File: config.mk
export PLATFORM = sky130hd
export DESIGN_NAME = gcd_engine
export DESIGN_NICKNAME = d
export VERILOG_FILES = /design/src/rtl/gcd_pkg.sv /design/src/rtl/gcd_step.sv /design/src/rtl/gcd_engine.sv
export SDC_FILE = /design/constraint.sdc
export NUM_CORES = 1
export LEC_CHECK = 0
export ABC_AREA = 1
export CORE_MARGIN = 10
export CORE_UTILIZATION = 53
export DETAILED_ROUTE_END_ITERATION = 8
export GPL_TIMING_DRIVEN = 0
export PLACE_DENSITY_LB_ADDON = 0.2
export REMOVE_ABC_BUFFERS = 1
export SLEW_MARGIN = 20
export SYNTH_ARGS = -nofsm -noshare
export SYNTH_HDL_FRONTEND = slang
export SYNTH_SLANG_ARGS = --single-unit
File: constraint.sdc
create_clock -name clk -period 4.55 [get_ports clk]
set_input_delay 1.365 -clock clk [delete_from_list [all_inputs] [get_ports clk]]
set_output_delay 1.365 -clock clk [all_outputs]
set_load 0.005 [all_outputs]
File: src/rtl/gcd_pkg.sv
// Shared types for the binary-GCD engine: FSM state and per-cycle step selection.
package gcd_pkg;

   typedef enum logic [1:0] {
      IDLE,
      CALC,
      DONE
   } gcd_state_e;

   typedef enum logic [2:0] {
      SHIFT_BOTH,
      SHIFT_A,
      SHIFT_B,
      SUB_A,
      SUB_B,
      FINISH
   } gcd_step_e;

endpackage

File: src/rtl/gcd_step.sv
// One combinational binary-GCD step: picks the operation for the current A/B pair
// and produces the next operands, the k increment and the finish flag.
module gcd_step
   import gcd_pkg::*;
#(
   parameter int unsigned WIDTH = 32
) (
   input  logic [WIDTH-1:0] a_i,
   input  logic [WIDTH-1:0] b_i,
   output logic [WIDTH-1:0] a_next_c_o,
   output logic [WIDTH-1:0] b_next_c_o,
   output logic             k_inc_c_o,
   output logic             finish_c_o
);

   gcd_step_e step_c;

   // Priority order matters: termination first, then common factors of two.
   always_comb begin
      step_c = FINISH;
      if (a_i == '0 || b_i == '0 || a_i == b_i) begin
         step_c = FINISH;
      end else if (!a_i[0] && !b_i[0]) begin
         step_c = SHIFT_BOTH;
      end else if (!a_i[0]) begin
         step_c = SHIFT_A;
      end else if (!b_i[0]) begin
         step_c = SHIFT_B;
      end else if (a_i > b_i) begin
         step_c = SUB_A;
      end else begin
         step_c = SUB_B;
      end
   end

   always_comb begin
      a_next_c_o = a_i;
      b_next_c_o = b_i;
      k_inc_c_o  = 1'b0;
      finish_c_o = 1'b0;
      unique case (step_c)
         SHIFT_BOTH: begin
            a_next_c_o = a_i >> 1;
            b_next_c_o = b_i >> 1;
            k_inc_c_o  = 1'b1;
         end
         SHIFT_A:    a_next_c_o = a_i >> 1;
         SHIFT_B:    b_next_c_o = b_i >> 1;
         SUB_A:      a_next_c_o = (a_i - b_i) >> 1;
         SUB_B:      b_next_c_o = (b_i - a_i) >> 1;
         default:    finish_c_o = 1'b1;
      endcase
   end

endmodule

File: src/rtl/gcd_engine.sv
// Iterative binary-GCD engine with valid/ready handshakes, one step per cycle.
// Define GCD_CYCLE_COUNT_EN to add the saturating CALC-cycle counter and cycles port.
module gcd_engine
   import gcd_pkg::*;
#(
   parameter int unsigned WIDTH = 32,
   parameter int unsigned CNT_W = $clog2(2*WIDTH+3)
) (
   input  logic             clk,
   input  logic             reset,
   input  logic             in_valid,
   output logic             in_ready,
   input  logic [WIDTH-1:0] a_in,
   input  logic [WIDTH-1:0] b_in,
   output logic             out_valid,
   input  logic             out_ready,
   output logic [WIDTH-1:0] result
`ifdef GCD_CYCLE_COUNT_EN
   ,
   output logic [CNT_W-1:0] cycles
`endif
);

   localparam int unsigned K_W = $clog2(WIDTH);

   gcd_state_e       state_q, state_d;
   logic [WIDTH-1:0] a_q, a_d, b_q, b_d;
   logic [K_W-1:0]   k_q, k_d;
   logic [WIDTH-1:0] result_q, result_d;
   logic             in_ready_q, out_valid_q;

   logic [WIDTH-1:0] a_next_c, b_next_c;
   logic             k_inc_c, finish_c;

   gcd_step #(
      .WIDTH (WIDTH)
   ) u_step (
      .a_i        (a_q),
      .b_i        (b_q),
      .a_next_c_o (a_next_c),
      .b_next_c_o (b_next_c),
      .k_inc_c_o  (k_inc_c),
      .finish_c_o (finish_c)
   );

   always_comb begin
      state_d  = state_q;
      a_d      = a_q;
      b_d      = b_q;
      k_d      = k_q;
      result_d = result_q;
      unique case (state_q)
         IDLE: begin
            if (in_valid) begin
               a_d     = a_in;
               b_d     = b_in;
               k_d     = '0;
               state_d = CALC;
            end
         end
         CALC: begin
            if (finish_c) begin
               result_d = (a_q | b_q) << k_q;
               state_d  = DONE;
            end else begin
               a_d = a_next_c;
               b_d = b_next_c;
               k_d = k_q + K_W'(k_inc_c);
            end
         end
         DONE: begin
            if (out_ready) begin
               state_d = IDLE;
            end
         end
         default: state_d = IDLE;
      endcase
   end

   // Handshake flags are registered from the next state so they track state_q exactly.
   always_ff @(posedge clk or posedge reset) begin
      if (reset) begin
         state_q     <= IDLE;
         a_q         <= '0;
         b_q         <= '0;
         k_q         <= '0;
         result_q    <= '0;
         in_ready_q  <= 1'b1;
         out_valid_q <= 1'b0;
      end else begin
         state_q     <= state_d;
         a_q         <= a_d;
         b_q         <= b_d;
         k_q         <= k_d;
         result_q    <= result_d;
         in_ready_q  <= (state_d == IDLE);
         out_valid_q <= (state_d == DONE);
      end
   end

   assign in_ready  = in_ready_q;
   assign out_valid = out_valid_q;
   assign result    = result_q;

`ifdef GCD_CYCLE_COUNT_EN
   logic [CNT_W-1:0] cnt_q, cnt_d;

   // Counts every cycle spent in CALC, including the finishing one; frozen in DONE.
   always_comb begin
      cnt_d = cnt_q;
      if (state_q == IDLE && in_valid) begin
         cnt_d = '0;
      end else if (state_q == CALC && cnt_q != '1) begin
         cnt_d = cnt_q + CNT_W'(1);
      end
   end

   always_ff @(posedge clk or posedge reset) begin
      if (reset) begin
         cnt_q <= '0;
      end else begin
         cnt_q <= cnt_d;
      end
   end

   assign cycles = cnt_q;
`endif

endmodule
==> reports/metrics.cfg, run 1 <==
[status]
status = complete, no violations

[synthesis]
synth_edf_count = 0
synth_cell_types = 46
synthArstFlopShare_pct = 100.0
ys_seq_area_share_pct = 22.48
yosys_warnings = 0
synth_top_area_cell = dfrtp_1
synthFlopType = dfrtp_1
synth_seq_cells = 105
synth_area_um2 = 11690
synth.avg_cell_area_um2 = 6.119
synth_top_area_share_pct = 22.26
synth_area_leaders = dfrtp_1 22%, nand2_1 14%, ha_1 10%
netlist_instances = 1911

[critical_path]
timing.rr.end = a_q[0]
critPathLaunchType = flop
critPathMaxFanout = 34
slowest_delay_ns = 0.52
reg2reg_depth = 19
critPathKind = flop to flop
slowest_stage = nand2_2
crit_top_cell = nand2_1
path_buf_inv = 2
r2r_slack_ns = 0.19
crit_start = a_q[0]
critPathTopFamily = simple AND/OR/NAND/NOR gates
cp-end-kind = flop
crit_chain = inv_1 -> ha_1 -> fa_1 -> inv_1 -> nand2_1 -> nand2_2 -> nand2_1 -> nand2_1 -> nand2_1 -> nand2_2 -> nand2_1 -> nand2_1 -> nand2_1 -> nand2_1 -> nand3_4 -> o21bai_4 -> nand2_2 -> nor2_1 -> a21oi_1
crit_required_ns = 4.81
r2r-start = a_q[0]
worstPathArrival_ns = 4.62

[global_routing]
antenna_found_initial = 0
grt_overflow = 0
grt_pass1_vias = 12384
grt_max_degree = 68
track_usage_pct = 29.62
grt_pass1_wl_um = 67760

[routing]
route.detailed.drc = 0
avgRoutedWirePerCell_um = 19.27
ant_nets = 0
wl_um = 43000
drtPass1Iterations = 6
initialDrtViolationCount = 1134
num_vias = 12670
vias_per_cell = 5.679

[finish]
nFillCells = 2150
drive_gt1_share_pct = 3.947
final_cell_mix = 436 x nand2_1, 261 x nor2_1, 243 x inv_1, 178 x a21oi_1, 144 x o21ai_0
final_net_count = 2113
diodes = 0
seqCellArea_um2 = 2633
final_core_util_pct = 60.86
synthToLayoutAreaGrowth_pct = 13.25
final_common_cell = nand2_1
multi_input_area_um2 = 7729
final_cell_area_um2 = 13240

[placed_design]
place_area_um2 = 12860
gp_congestion = 0.9971
hpwl_um = 32780
port_buffers = 101

[sta]
layout_min_cycle_time_ns = 4.361
slew_headroom_pct = 32.74
rsz0062_at_grt = no
setup_tns_ns = 0
final_max_slew_viol_count = 0
tightest_slew_ns = 1.009
setup_viol = 0
timing.fmax_mhz = 229.3
skew_ns = 0.01578
whs_ns = 0.4833
hold_violations = 0
fin_crit_sh_pct = 95.85

[clock_tree]
cts_sinks = 105
clock_latency_ns = 0.38
cts_buffers = 9
root_buffer = clkbuf_16
clk_pin_slew_ns = 0.10
clock_path_buffers = 2
cts_tree = done
htreeDepth = 3
cts_hold_repair.buffers = 0

[flow_run]
drv_cap = 0

[die]
core_area_um2 = 21760
row_count = 54
initial_core_util_pct = 53.74
die_w_um = 168.5
num_io_pins = 102
dieHeight_um = 168.5
dieArea_um2 = 28400

[hold_path]
hold_end = result[6]
min_from = result[6]
holdPathStages = 2
hp-class = flop to flop

[sequential cells by signal (all words and copies together) (netlist names)]
name and flops:
a_q 32, b_q 32, result 32, k_q 5
state_q 2, in_ready 1, out_valid 1
[worst register-to-register path, cell delays in order, from the launching register on]
cell      delay (ns)
dfrtp_1         0.40
inv_1           0.12
ha_1            0.27
fa_1            0.44
inv_1           0.10
nand2_1         0.06
nand2_2         0.13
nand2_1         0.07
nand2_1         0.13
nand2_1         0.08
nand2_2         0.11
nand2_1         0.06
nand2_1         0.05
nand2_1         0.07
nand2_1         0.18
nand3_4         0.51
o21bai_4        0.39
nand2_2         0.52
nor2_1          0.43
a21oi_1         0.10
[per-stage QoR]
step                setup WS, ns  std cells
floorplan                 -2.617       1821
finish                    0.1887       2231
global route            0.005302       2231
CTS                       0.2881       2231
detailed placement        -1.388       2210
global placement          -6.419       2202
[layer usage]
| layer | track usage, % | routed length [um] | vias up |
|---|---|---|---|
| met5 | 0 | 0 | - |
| met4 | 13.78 | 2052 | 0 |
| met3 | 6.253 | 3348 | 129 |
| met2 | 48.08 | 19470 | 522 |
| met1 | 36.90 | 18130 | 5795 |
| li1 | - | - | 6224 |
[what timing repair did]
action	CTS	global route
pin swaps	2	0
resized for setup	3	1
endpoints found under the setup margin	64	30
cloned	2	0
setup buffers	3	0
[worst max-delay path by stage]
stage,end,cells past startpoint
4_1_cts,a_q[28],18
6_report,a_q[0],19
3_3_place_gp,b_q[20],9
3_5_place_dp,a_q[0],15
2_1_floorplan,b_q[0],9
5_1_grt,b_q[27],18
[synthesized netlist by cell type, types with 7 or more instances]
| cell | instances |
|---|---|
| dfrtp_1 | 104 |
| nand3_1 | 124 |
| nand2_2 | 7 |
| nor2_1 | 263 |
| o21ai_0 | 144 |
| a21oi_1 | 178 |
| nor2_2 | 10 |
| nor3_1 | 17 |
| inv_2 | 13 |
| inv_1 | 244 |
| mux2i_1 | 10 |
| buf_6 | 8 |
| nand2_1 | 436 |
| xor2_1 | 46 |
| nand4_1 | 48 |
| ha_1 | 97 |
| a31oi_1 | 11 |
| o21bai_1 | 8 |
| o31ai_1 | 12 |
| buf_2 | 16 |
| clkbuf_1 | 59 |
[cell families (layout without fill, tap and decap cells)]
group	after synthesis	after routing	synth area share [%]
multiplexers	10	10	0.8561
AND/OR/NAND/NOR	921	922	33.01
AO/OA/AOI/OAI	378	379	17.29
adder cells (fa/ha/maj)	99	99	10.72
XOR/XNOR	48	48	3.596
buffers and inverters	350	388	12.04
flip-flops	105	105	22.48
[final cells by class]
cell class	instances	share of cell area, %
inverters	260	7.465
clock inverters	7	0.6425
flip-flops and latches	105	19.88
well taps	280	2.646
repair buffers	112	9.298
clock buffers	9	1.701
multi-input cells	1458	58.37
Power of run 1 is not shown: default switching activity piles up to over one toggle a cycle in this logic, so the estimate is an artifact.
==> run 2: changes to the inputs <==
CORE_ASPECT_RATIO = 1.4   (was default)
==> run 2 against run 1 <==
Against the previous run: global-route usage grew 0.25 points; critical path depth is 1 lower; core utilization about the same; worst setup slack improved by 0.15 ns.
==> reports/metrics.cfg, run 2 (synthesis gave the netlist of run 1 again) <==
[finish]
seqCellArea_um2 = 2633  ; unchanged
final_net_count = 2113  ; unchanged
diodes = 0  ; unchanged
final_cell_mix = 436 x nand2_1, 261 x nor2_1, 243 x inv_1, 178 x a21oi_1, 144 x o21ai_0
final_cell_area_um2 = 13260  ; +0.14%
multi_input_area_um2 = 7734  ; about the same
nFillCells = 2217  ; +3.1%
final_common_cell = nand2_1
synthToLayoutAreaGrowth_pct = 13.41
drive_gt1_share_pct = 3.895  ; -0.051 points

[global_routing]
grt_overflow = 0  ; unchanged
grt_pass1_wl_um = 67900  ; +0.20%
grt_pass1_vias = 12608  ; +1.8%
antenna_found_initial = 0  ; unchanged
grt_max_degree = 70  ; +2.9%
track_usage_pct = 29.87  ; +0.25 points

[routing]
route.detailed.drc = 0  ; unchanged
num_vias = 12785  ; +0.91%
avgRoutedWirePerCell_um = 19.53  ; +1.3%
ant_nets = 0  ; unchanged
initialDrtViolationCount = 942  ; -17%
drtPass1Iterations = 5  ; -1
vias_per_cell = 5.687  ; +0.14%
wl_um = 43890  ; +2.1%

[critical_path]
reg2reg_depth = 18  ; -1
critPathMaxFanout = 62  ; +82%
crit_required_ns = 4.82  ; about the same
critPathLaunchType = flop
cp-end-kind = flop
slowest_stage = nand2_4
timing.rr.end = b_q[27]
worstPathArrival_ns = 4.48  ; -0.14 ns
crit_start = a_q[22]
slowest_delay_ns = 0.44  ; -0.08 ns
critPathKind = flop to flop
r2r_slack_ns = 0.34  ; +0.15 ns
endpoint = b_q[27]
crit_chain = inv_1 -> ha_1 -> nor2_1 -> inv_2 -> nor2_2 -> nand2_1 -> nor2_2 -> nand4_1 -> nand2_1 -> nor2_4 -> inv_2 -> nand2_4 -> nand2_2 -> inv_6 -> nand2_4 -> inv_6 -> nor2_1 -> a21oi_1
r2r-start = a_q[22]

[sta]
timing.fmax_mhz = 237.4  ; +3.5%
final_max_slew_viol_count = 0  ; unchanged
setup_viol = 0  ; unchanged
slew_headroom_pct = 27.12  ; -5.6 points
hold_violations = 0  ; unchanged
layout_min_cycle_time_ns = 4.212  ; -0.1493 ns
skew_ns = 0.01076  ; -0.005019 ns
tightest_slew_ns = 1.093  ; +0.08424 ns
fin_crit_sh_pct = 92.57  ; -3.3 points
rsz0062_at_grt = no

[placed_design]
port_buffers = 101  ; unchanged
hpwl_um = 33750  ; +3.0%
gp_congestion = 1.034  ; +3.7%
place_area_um2 = 12870  ; +0.13%

[die]
initial_core_util_pct = 53.68  ; -0.062 points
core_area_um2 = 21780  ; +0.11%
dieHeight_um = 195.7  ; +16%
row_count = 64  ; +19%
num_io_pins = 102  ; unchanged
die_w_um = 145.5  ; -14%
dieArea_um2 = 28490  ; +0.30%

[clock_tree]
cts_tree = done
htreeDepth = 3  ; unchanged
cts_buffers = 9  ; unchanged
clock_latency_ns = 0.38  ; about the same
cts_sinks = 105  ; unchanged
clk_pin_slew_ns = 0.08  ; -0.02 ns
clock_path_buffers = 2  ; unchanged
root_buffer = clkbuf_16

[flow_run]
drv_cap = 0  ; unchanged

[hold_path]
hp-class = flop to flop

[status]
status = complete, no violations

run 2: cell types whose count changed in the layout (fill, tap and decap cells not counted), sizes merged:
cell,delta
bufinv,+1
clkinvlp,+1
clkinv,-3
clkbuf,+1
run 2: worst min path at each step:
| stage | slack (ns) | from | cells past startpoint | endpoint |
|---|---|---|---|---|
| final | 0.48 | result[26] | 2 | result[26] |
| after global routing | 0.49 | result[3] | 2 | result[3] |
| after CTS | 0.48 | result[4] | 2 | result[4] |
| after detailed placement | 0.46 | result[4] | 2 | result[4] |
| after global placement | 0.46 | result[7] | 2 | result[7] |
| after floorplan | 0.47 | a_q[31] | 2 | a_q[31] |
run 2: through the flow:
stage | cells | setup slack [ns] | TNS, ns | util (%) | hold WS (ns)
after floorplan | 1821 | -2.617 | -226.36 | - | 0.4699
after global routing | 2248 | 0.07604 | 0 | 60.88 | 0.4893
final | 2248 | 0.3380 | 0 | 60.88 | 0.4812
after CTS | 2248 | 0.2333 | 0 | 60.76 | 0.4838
after global placement | 2219 | -6.356 | -696.81 | 58.06 | 0.4603
after detailed placement | 2227 | -1.485 | -77.78 | 59.11 | 0.4623
run 2: critical path, delay by kind of cell, from the launching register on:
kind                       cells  cell delay (ns)
and+or+nand+nor               11             2.37
buffers and inverters          5             0.83
AOI/OAI and AO/OA              1             0.05
DFF                            1             0.40
adders and majority gates      1             0.32
run 2: repair_timing:
action	4_1_cts	5_1_grt
cloned	2	0
gates resized for setup	3	4
buffers inserted	3	0
endpoints found under the setup margin	64	36
hold buffers	0	0
pin swaps	2	0
run 2: cell type report:
cell class	count	area share [%]
clock buffer	10	1.727
clock inverter	6	0.5756
inverter	260	7.473
multi-input combinational	1458	58.32
sequential	105	19.85
tap	297	2.802
timing repair buffer	112	9.247
run 2: metal layers:
layer / vias to the layer above / wire length, um / track usage (%)
li1: 6226 / - / -
met1: 5937 / 16790 / 32.39
met2: 476 / 21950 / 53.58
met3: 146 / 2398 / 4.261
met4: 0 / 2756 / 18.92
met5: - / 0 / 0
Power of run 2 is left out for the same reason.
==> run 3: changes to the inputs <==
SLEW_MARGIN = default   (was 20)
==> run 3 against run 2 <==
Against the previous run: critical path type unchanged; die area unchanged; routed wire length down 0.41%; final cell count down 0.18%; count of clock-buffer cells in the layout unchanged; worst setup slack worse by 0.10 ns; core utilization down 0.50 points; critical path depth unchanged; hold slack worse by 0.0022 ns; highest routed layer unchanged; non-clock buffer count down 4.
==> reports/metrics.cfg, run 3 (synthesis gave the netlist of run 1 again) <==
[critical_path]
cp-end-kind = flop
crit_required_ns = 4.81  ; about the same
crit_top_cell = nand2_1
r2r_slack_ns = 0.24  ; -0.10 ns
slowest_delay_ns = 0.97  ; +0.53 ns
slowest_stage = nor2_4
critPathKind = flop to flop
crit_chain = ha_1 -> fa_1 -> inv_1 -> nand2_1 -> nand2_2 -> nand2_1 -> nand2_1 -> nand2_1 -> nand2_2 -> nand2_1 -> nand2_1 -> nand2_1 -> nand2_1 -> nand3_4 -> nor2_4 -> nand2_1 -> nand3_1 -> a21oi_1
critPathLaunchType = flop
reg2reg_depth = 18  ; unchanged
worstPathArrival_ns = 4.57  ; +0.09 ns
critPathMaxFanout = 34  ; -45%

[status]
status = complete, no violations

[flow_run]
drv_cap = 0  ; unchanged

[die]
core_area_um2 = 21780  ; unchanged
row_count = 64  ; unchanged
num_io_pins = 102  ; unchanged
die_w_um = 145.5  ; unchanged
dieArea_um2 = 28490  ; unchanged
initial_core_util_pct = 53.68  ; unchanged
dieHeight_um = 195.7  ; unchanged

[sta]
fin_crit_sh_pct = 94.81  ; +2.2 points
hold_violations = 0  ; unchanged
tightest_slew_ns = 1.313  ; +0.2200 ns
setup_ws_ns = 0.2363  ; -0.1017 ns
rsz0062_at_grt = no
timing.fmax_mhz = 231.8  ; -2.4%
setup_tns_ns = 0  ; unchanged
skew_ns = 0.01220  ; +0.001439 ns
layout_min_cycle_time_ns = 4.314  ; +0.1017 ns
setup_viol = 0  ; unchanged
final_max_slew_viol_count = 0  ; unchanged
slew_headroom_pct = 12.36  ; -15 points

[finish]
final_net_count = 2109  ; -0.19%
synthToLayoutAreaGrowth_pct = 12.48
final_common_cell = nand2_1
final_core_util_pct = 60.38  ; -0.50 points
drive_gt1_share_pct = 3.544  ; -0.35 points
final_cell_mix = 436 x nand2_1, 261 x nor2_1, 243 x inv_1, 178 x a21oi_1, 144 x o21ai_0
diodes = 0  ; unchanged

[routing]
ant_nets = 0  ; unchanged
vias_per_cell = 5.653  ; -0.61%
wl_um = 43710  ; -0.41%
drtPass1Iterations = 6  ; +1
avgRoutedWirePerCell_um = 19.48  ; -0.24%
initialDrtViolationCount = 1122  ; +19%
num_vias = 12685  ; -0.78%
route.detailed.drc = 0  ; unchanged

[clock_tree]
cts_tree = done
root_buffer = clkbuf_16
clk_pin_slew_ns = 0.08  ; about the same
htreeDepth = 3  ; unchanged
clock_latency_ns = 0.38  ; about the same
cts_sinks = 105  ; unchanged
cts_hold_repair.buffers = 0  ; unchanged
cts_buffers = 9  ; unchanged
clock_path_buffers = 2  ; unchanged

[placed_design]
gp_congestion = 1.034  ; unchanged
dp_slack_ns = -1.558  ; -0.07361 ns
port_buffers = 101  ; unchanged
hpwl_um = 33190  ; -1.7%

[global_routing]
grt_pass1_wl_um = 68120  ; +0.33%
grt_max_degree = 70  ; unchanged
track_usage_pct = 29.86  ; about the same
antenna_found_initial = 0  ; unchanged
grt_overflow = 0  ; unchanged
grt_pass1_vias = 12554  ; -0.43%

[hold_path]
holdPathStages = 2  ; unchanged
hp-class = flop to flop

-- run 3: final timing paths --
kind | from | to
max | b_q[0] | a_q[28]
min | result[26] | result[26]
max reg2reg | b_q[0] | a_q[28]
min reg2reg | result[26] | result[26]
max in group asynchronous | reset | a_q[22]
min in group asynchronous | reset | result[12]
-- run 3: per-layer routing --
layer	GRT usage [%]	share of wire, %	vias up
met5	0	0	-
li1	-	-	6215
met2	53.46	49	498
met3	4.744	5.8	142
met4	17.94	6.4	0
met1	32.55	39	5830
-- run 3: layout make-up --
cell class / count / area [um^2]
multi-input combinational: 1458 / 7736
inverter: 260 / 988.4
fill: 2222 / 8630
clock buffer: 10 / 229.0
clock inverter: 6 / 76.32
sequential: 105 / 2629
timing repair buffer: 108 / 1121
tap: 297 / 371.6
-- run 3: worst max-delay path: cells and delay by family, from the launching register on --
kind / cells / cell delay (ns)
AND/OR/NAND/NOR: 14 / 2.78
adder cells (fa/ha/maj): 2 / 0.72
flip-flops: 1 / 0.50
buffers and inverters: 1 / 0.10
AO/OA/AOI/OAI: 1 / 0.07
-- run 3: metrics by stage --
| stage | cells | instance area, um^2 | hold WS [ns] |
|---|---|---|---|
| 2_1_floorplan | 1821 | 11260 | 0.4699 |
| 3_3_place_gp | 2219 | 12650 | 0.4603 |
| 3_5_place_dp | 2223 | 12760 | 0.4622 |
| 4_1_cts | 2244 | 13130 | 0.4840 |
| 5_1_grt | 2244 | 13150 | 0.5076 |
| 6_report | 2244 | 13150 | 0.4789 |
-- run 3: timing repair --
action                                  4_1_cts  5_1_grt
gates resized for setup                       4        5
pin swaps                                     2        0
buffers inserted                              3        0
endpoints found under the setup margin       64       47
cloned                                        2        0
Power of run 3 is left out for the same reason.
